### src/rtl/watch_timekeeper.sv
// watch_timekeeper
//
// Time base and counter stage for the watch display path.
//   - Prescaler divides clk into one-second periods. It provides a
//     50%-duty seconds_clk for blinking and a one-cycle sec_tick on the
//     last cycle of each second.
//   - 24-hour time-of-day counters with hour/minute setting through an
//     edge-detected increment button.
//   - 24-hour stopwatch counters with run/hold/clear controlled by the
//     mode code.
//
// Parameters:
//   CLK_DIV        clk cycles per second (even, >= 4)
//   SW_RUN_ALWAYS  1: stopwatch also counts in SHOW_STOPPED (3'b011)
//
// Optional build macro:
//   SET_CLR_SEC_EN  when defined, each minute increment in SET_M also
//                   clears the seconds counter.
//
// Ports:
//   clk          in   system clock, rising-edge active
//   reset        in   asynchronous, active-high reset
//   state [2:0]  in   mode code from watch_fsm
//   inc_btn      in   increment button (synchronous, debounced)
//   seconds_clk  out  high during the first half of each second
//   sec_tick     out  pulse on the last prescaler cycle of each second
//   current_s/m/h    out  time of day (0-59 / 0-59 / 0-23)
//   stopwatch_s/m/h  out  stopwatch (0-59 / 0-59 / 0-23)

module watch_timekeeper #(
    parameter int CLK_DIV       = 32768,
    parameter bit SW_RUN_ALWAYS = 1'b0
) (
    input  logic       clk,
    input  logic       reset,
    input  logic [2:0] state,
    input  logic       inc_btn,
    output logic       seconds_clk,
    output logic       sec_tick,
    output logic [5:0] current_s,
    output logic [5:0] current_m,
    output logic [5:0] current_h,
    output logic [5:0] stopwatch_s,
    output logic [5:0] stopwatch_m,
    output logic [5:0] stopwatch_h
);

    // Mode codes driven by watch_fsm
    localparam logic [2:0] HIDE_STOPPED = 3'b000;
    localparam logic [2:0] SET_H        = 3'b001;
    localparam logic [2:0] SET_M        = 3'b010;
    localparam logic [2:0] SHOW_STOPPED = 3'b011;
    localparam logic [2:0] SHOW_RUNNING = 3'b100;
    localparam logic [2:0] SW_RESET     = 3'b101;
    localparam logic [2:0] HIDE_RUNNING = 3'b110;

    localparam int              CW       = $clog2(CLK_DIV);
    localparam logic [CW-1:0]   PRE_LAST = CW'(CLK_DIV - 1);
    localparam logic [CW-1:0]   PRE_HALF = CW'(CLK_DIV / 2);

    localparam logic [5:0] MAX_SM = 6'd59;
    localparam logic [5:0] MAX_H  = 6'd23;

    // Increment with wrap to zero after max
    function automatic logic [5:0] wrap_inc(input logic [5:0] v,
                                            input logic [5:0] max);
        return (v == max) ? 6'd0 : v + 6'd1;
    endfunction

    // One-second advance of a packed {h, m, s} value; all carries resolve
    // together so 23:59:59 rolls straight to 00:00:00.
    function automatic logic [17:0] hms_advance(input logic [17:0] t);
        logic [5:0] h, m, s;
        {h, m, s} = t;
        if (s == MAX_SM) begin
            if (m == MAX_SM) begin
                h = wrap_inc(h, MAX_H);
            end
            m = wrap_inc(m, MAX_SM);
        end
        s = wrap_inc(s, MAX_SM);
        return {h, m, s};
    endfunction

    // ------------------------------------------------------------------
    // Prescaler: free-running in every mode
    // ------------------------------------------------------------------
    logic [CW-1:0] pre_cnt;

    always_ff @(posedge clk or posedge reset) begin
        if (reset) begin
            pre_cnt <= '0;
        end else if (pre_cnt == PRE_LAST) begin
            pre_cnt <= '0;
        end else begin
            pre_cnt <= pre_cnt + 1'b1;
        end
    end

    assign sec_tick    = (pre_cnt == PRE_LAST);
    assign seconds_clk = (pre_cnt < PRE_HALF);

    // ------------------------------------------------------------------
    // Increment button edge detect
    // ------------------------------------------------------------------
    logic inc_q;
    logic inc_pulse;

    always_ff @(posedge clk or posedge reset) begin
        if (reset) begin
            inc_q <= 1'b0;
        end else begin
            inc_q <= inc_btn;
        end
    end

    assign inc_pulse = inc_btn & ~inc_q;

    // ------------------------------------------------------------------
    // Mode decode
    // ------------------------------------------------------------------
    logic tod_run;
    logic sw_run;
    logic sw_clear;

    always_comb begin
        tod_run  = 1'b0;
        sw_run   = 1'b0;
        sw_clear = 1'b0;
        case (state)
            HIDE_STOPPED: tod_run = 1'b1;
            SET_H:        tod_run = 1'b0;
            SET_M:        tod_run = 1'b0;
            SHOW_STOPPED: begin
                tod_run = 1'b1;
                sw_run  = SW_RUN_ALWAYS;
            end
            SHOW_RUNNING: begin
                tod_run = 1'b1;
                sw_run  = 1'b1;
            end
            SW_RESET: begin
                tod_run  = 1'b1;
                sw_clear = 1'b1;
            end
            HIDE_RUNNING: begin
                tod_run = 1'b1;
                sw_run  = 1'b1;
            end
            default: begin
                // Illegal code: every counter holds
                tod_run  = 1'b0;
                sw_run   = 1'b0;
                sw_clear = 1'b0;
            end
        endcase
    end

    // ------------------------------------------------------------------
    // Time of day
    // ------------------------------------------------------------------
    logic [17:0] tod_next;
    logic [17:0] tod_adv;

    assign tod_adv = hms_advance({current_h, current_m, current_s});

    always_comb begin
        tod_next = {current_h, current_m, current_s};
        if (tod_run && sec_tick) begin
            tod_next = tod_adv;
        end else if ((state == SET_H) && inc_pulse) begin
            tod_next[17:12] = wrap_inc(current_h, MAX_H);
        end else if ((state == SET_M) && inc_pulse) begin
            // Minute setting never carries into hours
            tod_next[11:6] = wrap_inc(current_m, MAX_SM);
`ifdef SET_CLR_SEC_EN
            tod_next[5:0]  = 6'd0;
`endif
        end
    end

    always_ff @(posedge clk or posedge reset) begin
        if (reset) begin
            current_h <= '0;
            current_m <= '0;
            current_s <= '0;
        end else begin
            {current_h, current_m, current_s} <= tod_next;
        end
    end

    // ------------------------------------------------------------------
    // Stopwatch
    // ------------------------------------------------------------------
    logic [17:0] sw_adv;

    assign sw_adv = hms_advance({stopwatch_h, stopwatch_m, stopwatch_s});

    always_ff @(posedge clk or posedge reset) begin
        if (reset) begin
            stopwatch_h <= '0;
            stopwatch_m <= '0;
            stopwatch_s <= '0;
        end else if (sw_clear) begin
            stopwatch_h <= '0;
            stopwatch_m <= '0;
            stopwatch_s <= '0;
        end else if (sw_run && sec_tick) begin
            {stopwatch_h, stopwatch_m, stopwatch_s} <= sw_adv;
        end
    end

endmodule

### config.mk
export PLATFORM = sky130hd
export DESIGN_NAME = watch_timekeeper
export DESIGN_NICKNAME = d
export VERILOG_FILES = /design/src/rtl/watch_timekeeper.sv
export SDC_FILE = /design/constraint.sdc
export NUM_CORES = 1
export LEC_CHECK = 0
export ABC_AREA = 1
export CORE_UTILIZATION = 50
export DETAILED_ROUTE_END_ITERATION = 8
export GPL_ROUTABILITY_DRIVEN = 0
export GPL_TIMING_DRIVEN = 0
export PLACE_DENSITY = 0.83
export SLEW_MARGIN = 10
export SYNTH_ARGS = -nofsm -noshare
export SYNTH_HDL_FRONTEND = slang
export SYNTH_SLANG_ARGS = --single-unit
### constraint.sdc
create_clock -name clk -period 2.7 [get_ports clk]
set_input_delay 0.54 -clock clk [delete_from_list [all_inputs] [get_ports clk]]
set_output_delay 0.54 -clock clk [all_outputs]
set_load 0.1 [all_outputs]
==> impl_summary.txt <==
----------------------------------------------------
[Route]
  Final routed wire length divided by cell count ... around 12 µm
  Post-route antenna net violation count ... 0
  Avg Vias per Cell ... 5.21
  Total vias in the final route ... around 2600
  Remaining design rule violation count ... 0
  Drt first-iter violations ... roughly 120
  Pre-Repair DR Iteration Count ... 4
  Post-detailed-routing wire length ... just under 6 mm

[Synth]
  Most frequent cell after synthesis ... sky130_fd_sc_hd__nand2_1
  Biggest area consumer among synthesized cells ... sky130_fd_sc_hd__dfrtp_1
  Predominant post-synthesis flop cell ... sky130_fd_sc_hd__dfrtp_1
  Syn Nets ... between 300 and 400
  Top post-synthesis cells by area ... sky130_fd_sc_hd__dfrtp_1 (44%), sky130_fd_sc_hd__nand2_1 (14%), sky130_fd_sc_hd__inv_1 (5.0%), sky130_fd_sc_hd__nand3_1 (4.6%), sky130_fd_sc_hd__xor2_1 (3.9%)
  Cell count after synthesis ... 366
  Mean area per synthesized cell ... 8.02 µm²
  Synth async-reset ratio ... 1.00
  Leading post-synthesis cells by instance count ... sky130_fd_sc_hd__nand2_1 (108), sky130_fd_sc_hd__dfrtp_1 (52), sky130_fd_sc_hd__inv_1 (39)
  Post-synthesis cell type count ... 30
  Warning count from the yosys run ... 0
  #FFs+latches synth ... 52
  Synthesized cell area ... 2940 µm²
  Top cell type's share of synthesized area ... 0.443
  Share of synthesized area occupied by flip-flops and latches ... 0.443
  Count of flip-flops with a built-in enable after synthesis ... 0

[Power]
  Sequential cell fraction of total power ... 0.400
  Largest voltage drop on the vdd net ... approximately 0.56 mV
  Power share of the combinational group ... 0.373
  Net switching power ... between 1000 and 1500 µW
  Internal cell power ... between 1000 and 1500 µW
  Standby leakage power ... 0.00180 µW
  Pwr Density ... 652 nW/µm²
  Switching portion of total power ... 0.429
  Clock network power share ... 0.227

[Cells and area]
  Final nets ... between 400 and 500
  Area Overhead vs Synth ... 22.0%
  Antenna cells ... 0
  Total non-filler cell area in the finished layout ... around 3600 µm²
  Share of final-layout standard cells stronger than drive strength 1 ... 0.108
  Final Instance Count excl. Fillers ... 490

[STA]
  Number of pins exceeding their max-slew limit in the final report ... 0
  Peak Freq ... 398 MHz
  Minimum period implied by the final worst setup slack ... 2510 ps
  Slew HR ... 0.345
  Slew at the pin closest to its max-slew limit ... around 980 ps
  Post-route clock skew ... between 10 and 15 ps
  Number of setup violations in the final report ... 0
  Number of endpoints with negative hold slack in the final report ... 0
  Period utilisation layout ... 0.930
  Unrepaired setup endpoints after global routing ... false

[Critical path]
  Endpoint kind of the worst setup timing path ... primary output
  Category of the worst setup path launch point ... flop
  Critical Path RT ... between 2000 and 2500 ps
  Setup slack of the most critical reg-to-reg path ... around 750 ps
  Signal arrival time at the worst endpoint ... approximately 2000 ps
  Buffer and inverter count on the worst path ... 1
  Worst stage delay on the critical path ... 1190 ps
  Largest fanout on the critical path ... 7
  Cells along the critical path ... clkdlybuf4s50_1
  Worst path top cell family by delay ... buffers and inverters
  Critical path start-end classification ... reg2out
  Slowest cell on the critical path ... sky130_fd_sc_hd__clkdlybuf4s50_1

[CTS]
  Clock transition at the registers of the reported paths ... 90 ps
  Clock sink count ... 52
  CTS root buf ... sky130_fd_sc_hd__clkbuf_8
  Max clock buf depth ... 2
  Number of levels the H-tree was split into ... 2
  CTS tree ... done
  Cts bufs inserted ... 5
  Clock latency on the worst-skew pair ... approximately 310 ps
  Quantity of hold-fixing buffers added after cts ... 0

[Floorplan]
  Number of I/O pins ... 44
  Placeable core region ... 5570 µm²
  Rows ... 27
  Die Wd ... 78.6 µm
  Floorplan die height ... between 70 and 80 µm
  Initial cell density of the core ... 0.527
  Area of the die ... 6180 µm²

[Global route]
  Congestion Overflow GR ... 0
  First-pass GRT wire length ... around 10 mm
  Number of antenna violations at the first check in global routing ... 0
  Vias in the first global route ... around 2400
  Pin count of the biggest net entering global routing ... 32
  All-layer global routing usage ... 0.213

[Flow run]
  Max Cap Viol ... 0

[Hold path]
  Worst min path class ... reg2reg

[Placed design]
  Input/output buffers ... 43
  Placed cell area ... 3480 µm²
  Count of placed standard cells including taps ... 482
  DP HPWL ... ~4.3 mm

[Status]
  Outcome ... finished clean

----------------------------------------------------
==> power by group through the flow <==
stage	clock network, µW	registers, µW	logic, µW
finish	530	935	870
global route	574	951	920
CTS	545	936	874
detailed placement	0	948	873
global placement	0	947	855
floorplan	0	1420	197
==> sequential cells by signal, indices dropped and copies added, names as in the netlist <==
name,flops
pre_cnt,15
current_h,6
current_m,6
current_s,6
stopwatch_h,6
stopwatch_m,6
stopwatch_s,6
inc_q,1
==> worst paths after layout <==
| path | from | cells past startpoint | endpoint |
|---|---|---|---|
| max | current_h[2] | 1 | current_h[2] |
| min | pre_cnt[0] | 1 | pre_cnt[0] |
| max reg2reg | pre_cnt[0] | 9 | current_h[5] |
| min reg2reg | pre_cnt[0] | 1 | pre_cnt[0] |
| max in group asynchronous | reset | 3 | stopwatch_m[1] |
| min in group asynchronous | reset | 2 | current_s[4] |
==> kinds of logic after synthesis <==
| logic type | after synthesis | synth area share |
|---|---|---|
| AND/OR/NAND/NOR | 207 | 0.329 |
| flip-flops | 52 | 0.443 |
| buffers and inverters | 44 | 0.0652 |
| AO/OA/AOI/OAI | 39 | 0.0822 |
| XOR/XNOR | 17 | 0.0507 |
| adder cells (fa/ha/maj) | 7 | 0.0298 |
==> worst reg2reg max path: cells and delay by family, from the launching register on <==
kind	cells	cell delay, ps
adders and majority gates	1	190
DFF	1	380
and+or+nand+nor	8	1320
==> area by class of cell <==
class / count / area [µm²]
tap: 72 / 90.1
clock buffer: 6 / 72.6
inverter: 39 / 146
multi-input combinational: 270 / 1440
buffer: 5 / 45.0
sequential: 52 / 1300
clock inverter: 2 / 35.0
timing repair buffer: 44 / 448
fill: 487 / 1990
==> stage by stage <==
step	utilization	setup TNS, ps	worst slack [ps]	total power [µW]	hold WS [ps]
6_report	0.643	0	188	2330	470
5_1_grt	0.643	0	51.7	2450	502
4_1_cts	0.642	0	96.2	2360	465
3_5_place_dp	0.624	-272	-272	1820	453
3_3_place_gp	0.620	-5610	-274	1800	445
2_1_floorplan	-	0	299	1620	433
==> routing by layer <==
layer  global-route usage  up-vias  share of wire
met5                    0        -              0
met4               0.0852        0          0.012
li1                     -     1280              -
met3               0.0477        9          0.045
met1                0.260     1207           0.46
met2                0.362       59           0.48
==> cell usage in the layout (no fill, tap or decap), drive strengths merged <==
cell,instances
bufinv,1
a21oi,7
clkbuf,8
or2,4
nor2,32
nand4,15
o22ai,1
nor3,8
xor2,13
dfrtp,52
buf,5
o21bai,1
ha,7
nand3,29
clkdlybuf4s50,42
o21ai,29
a31oi,1
xnor2,4
inv,39
nand2,118
clkinv,1
nand3b,1
==> repair_timing <==
action / 4_1_cts / 5_1_grt
setup buffers: 0 / 0
setup endpoints to repair: 1 / 1
gates cloned: 0 / 0
resized for setup: 5 / 1
Power figures use the tool's default switching activity.
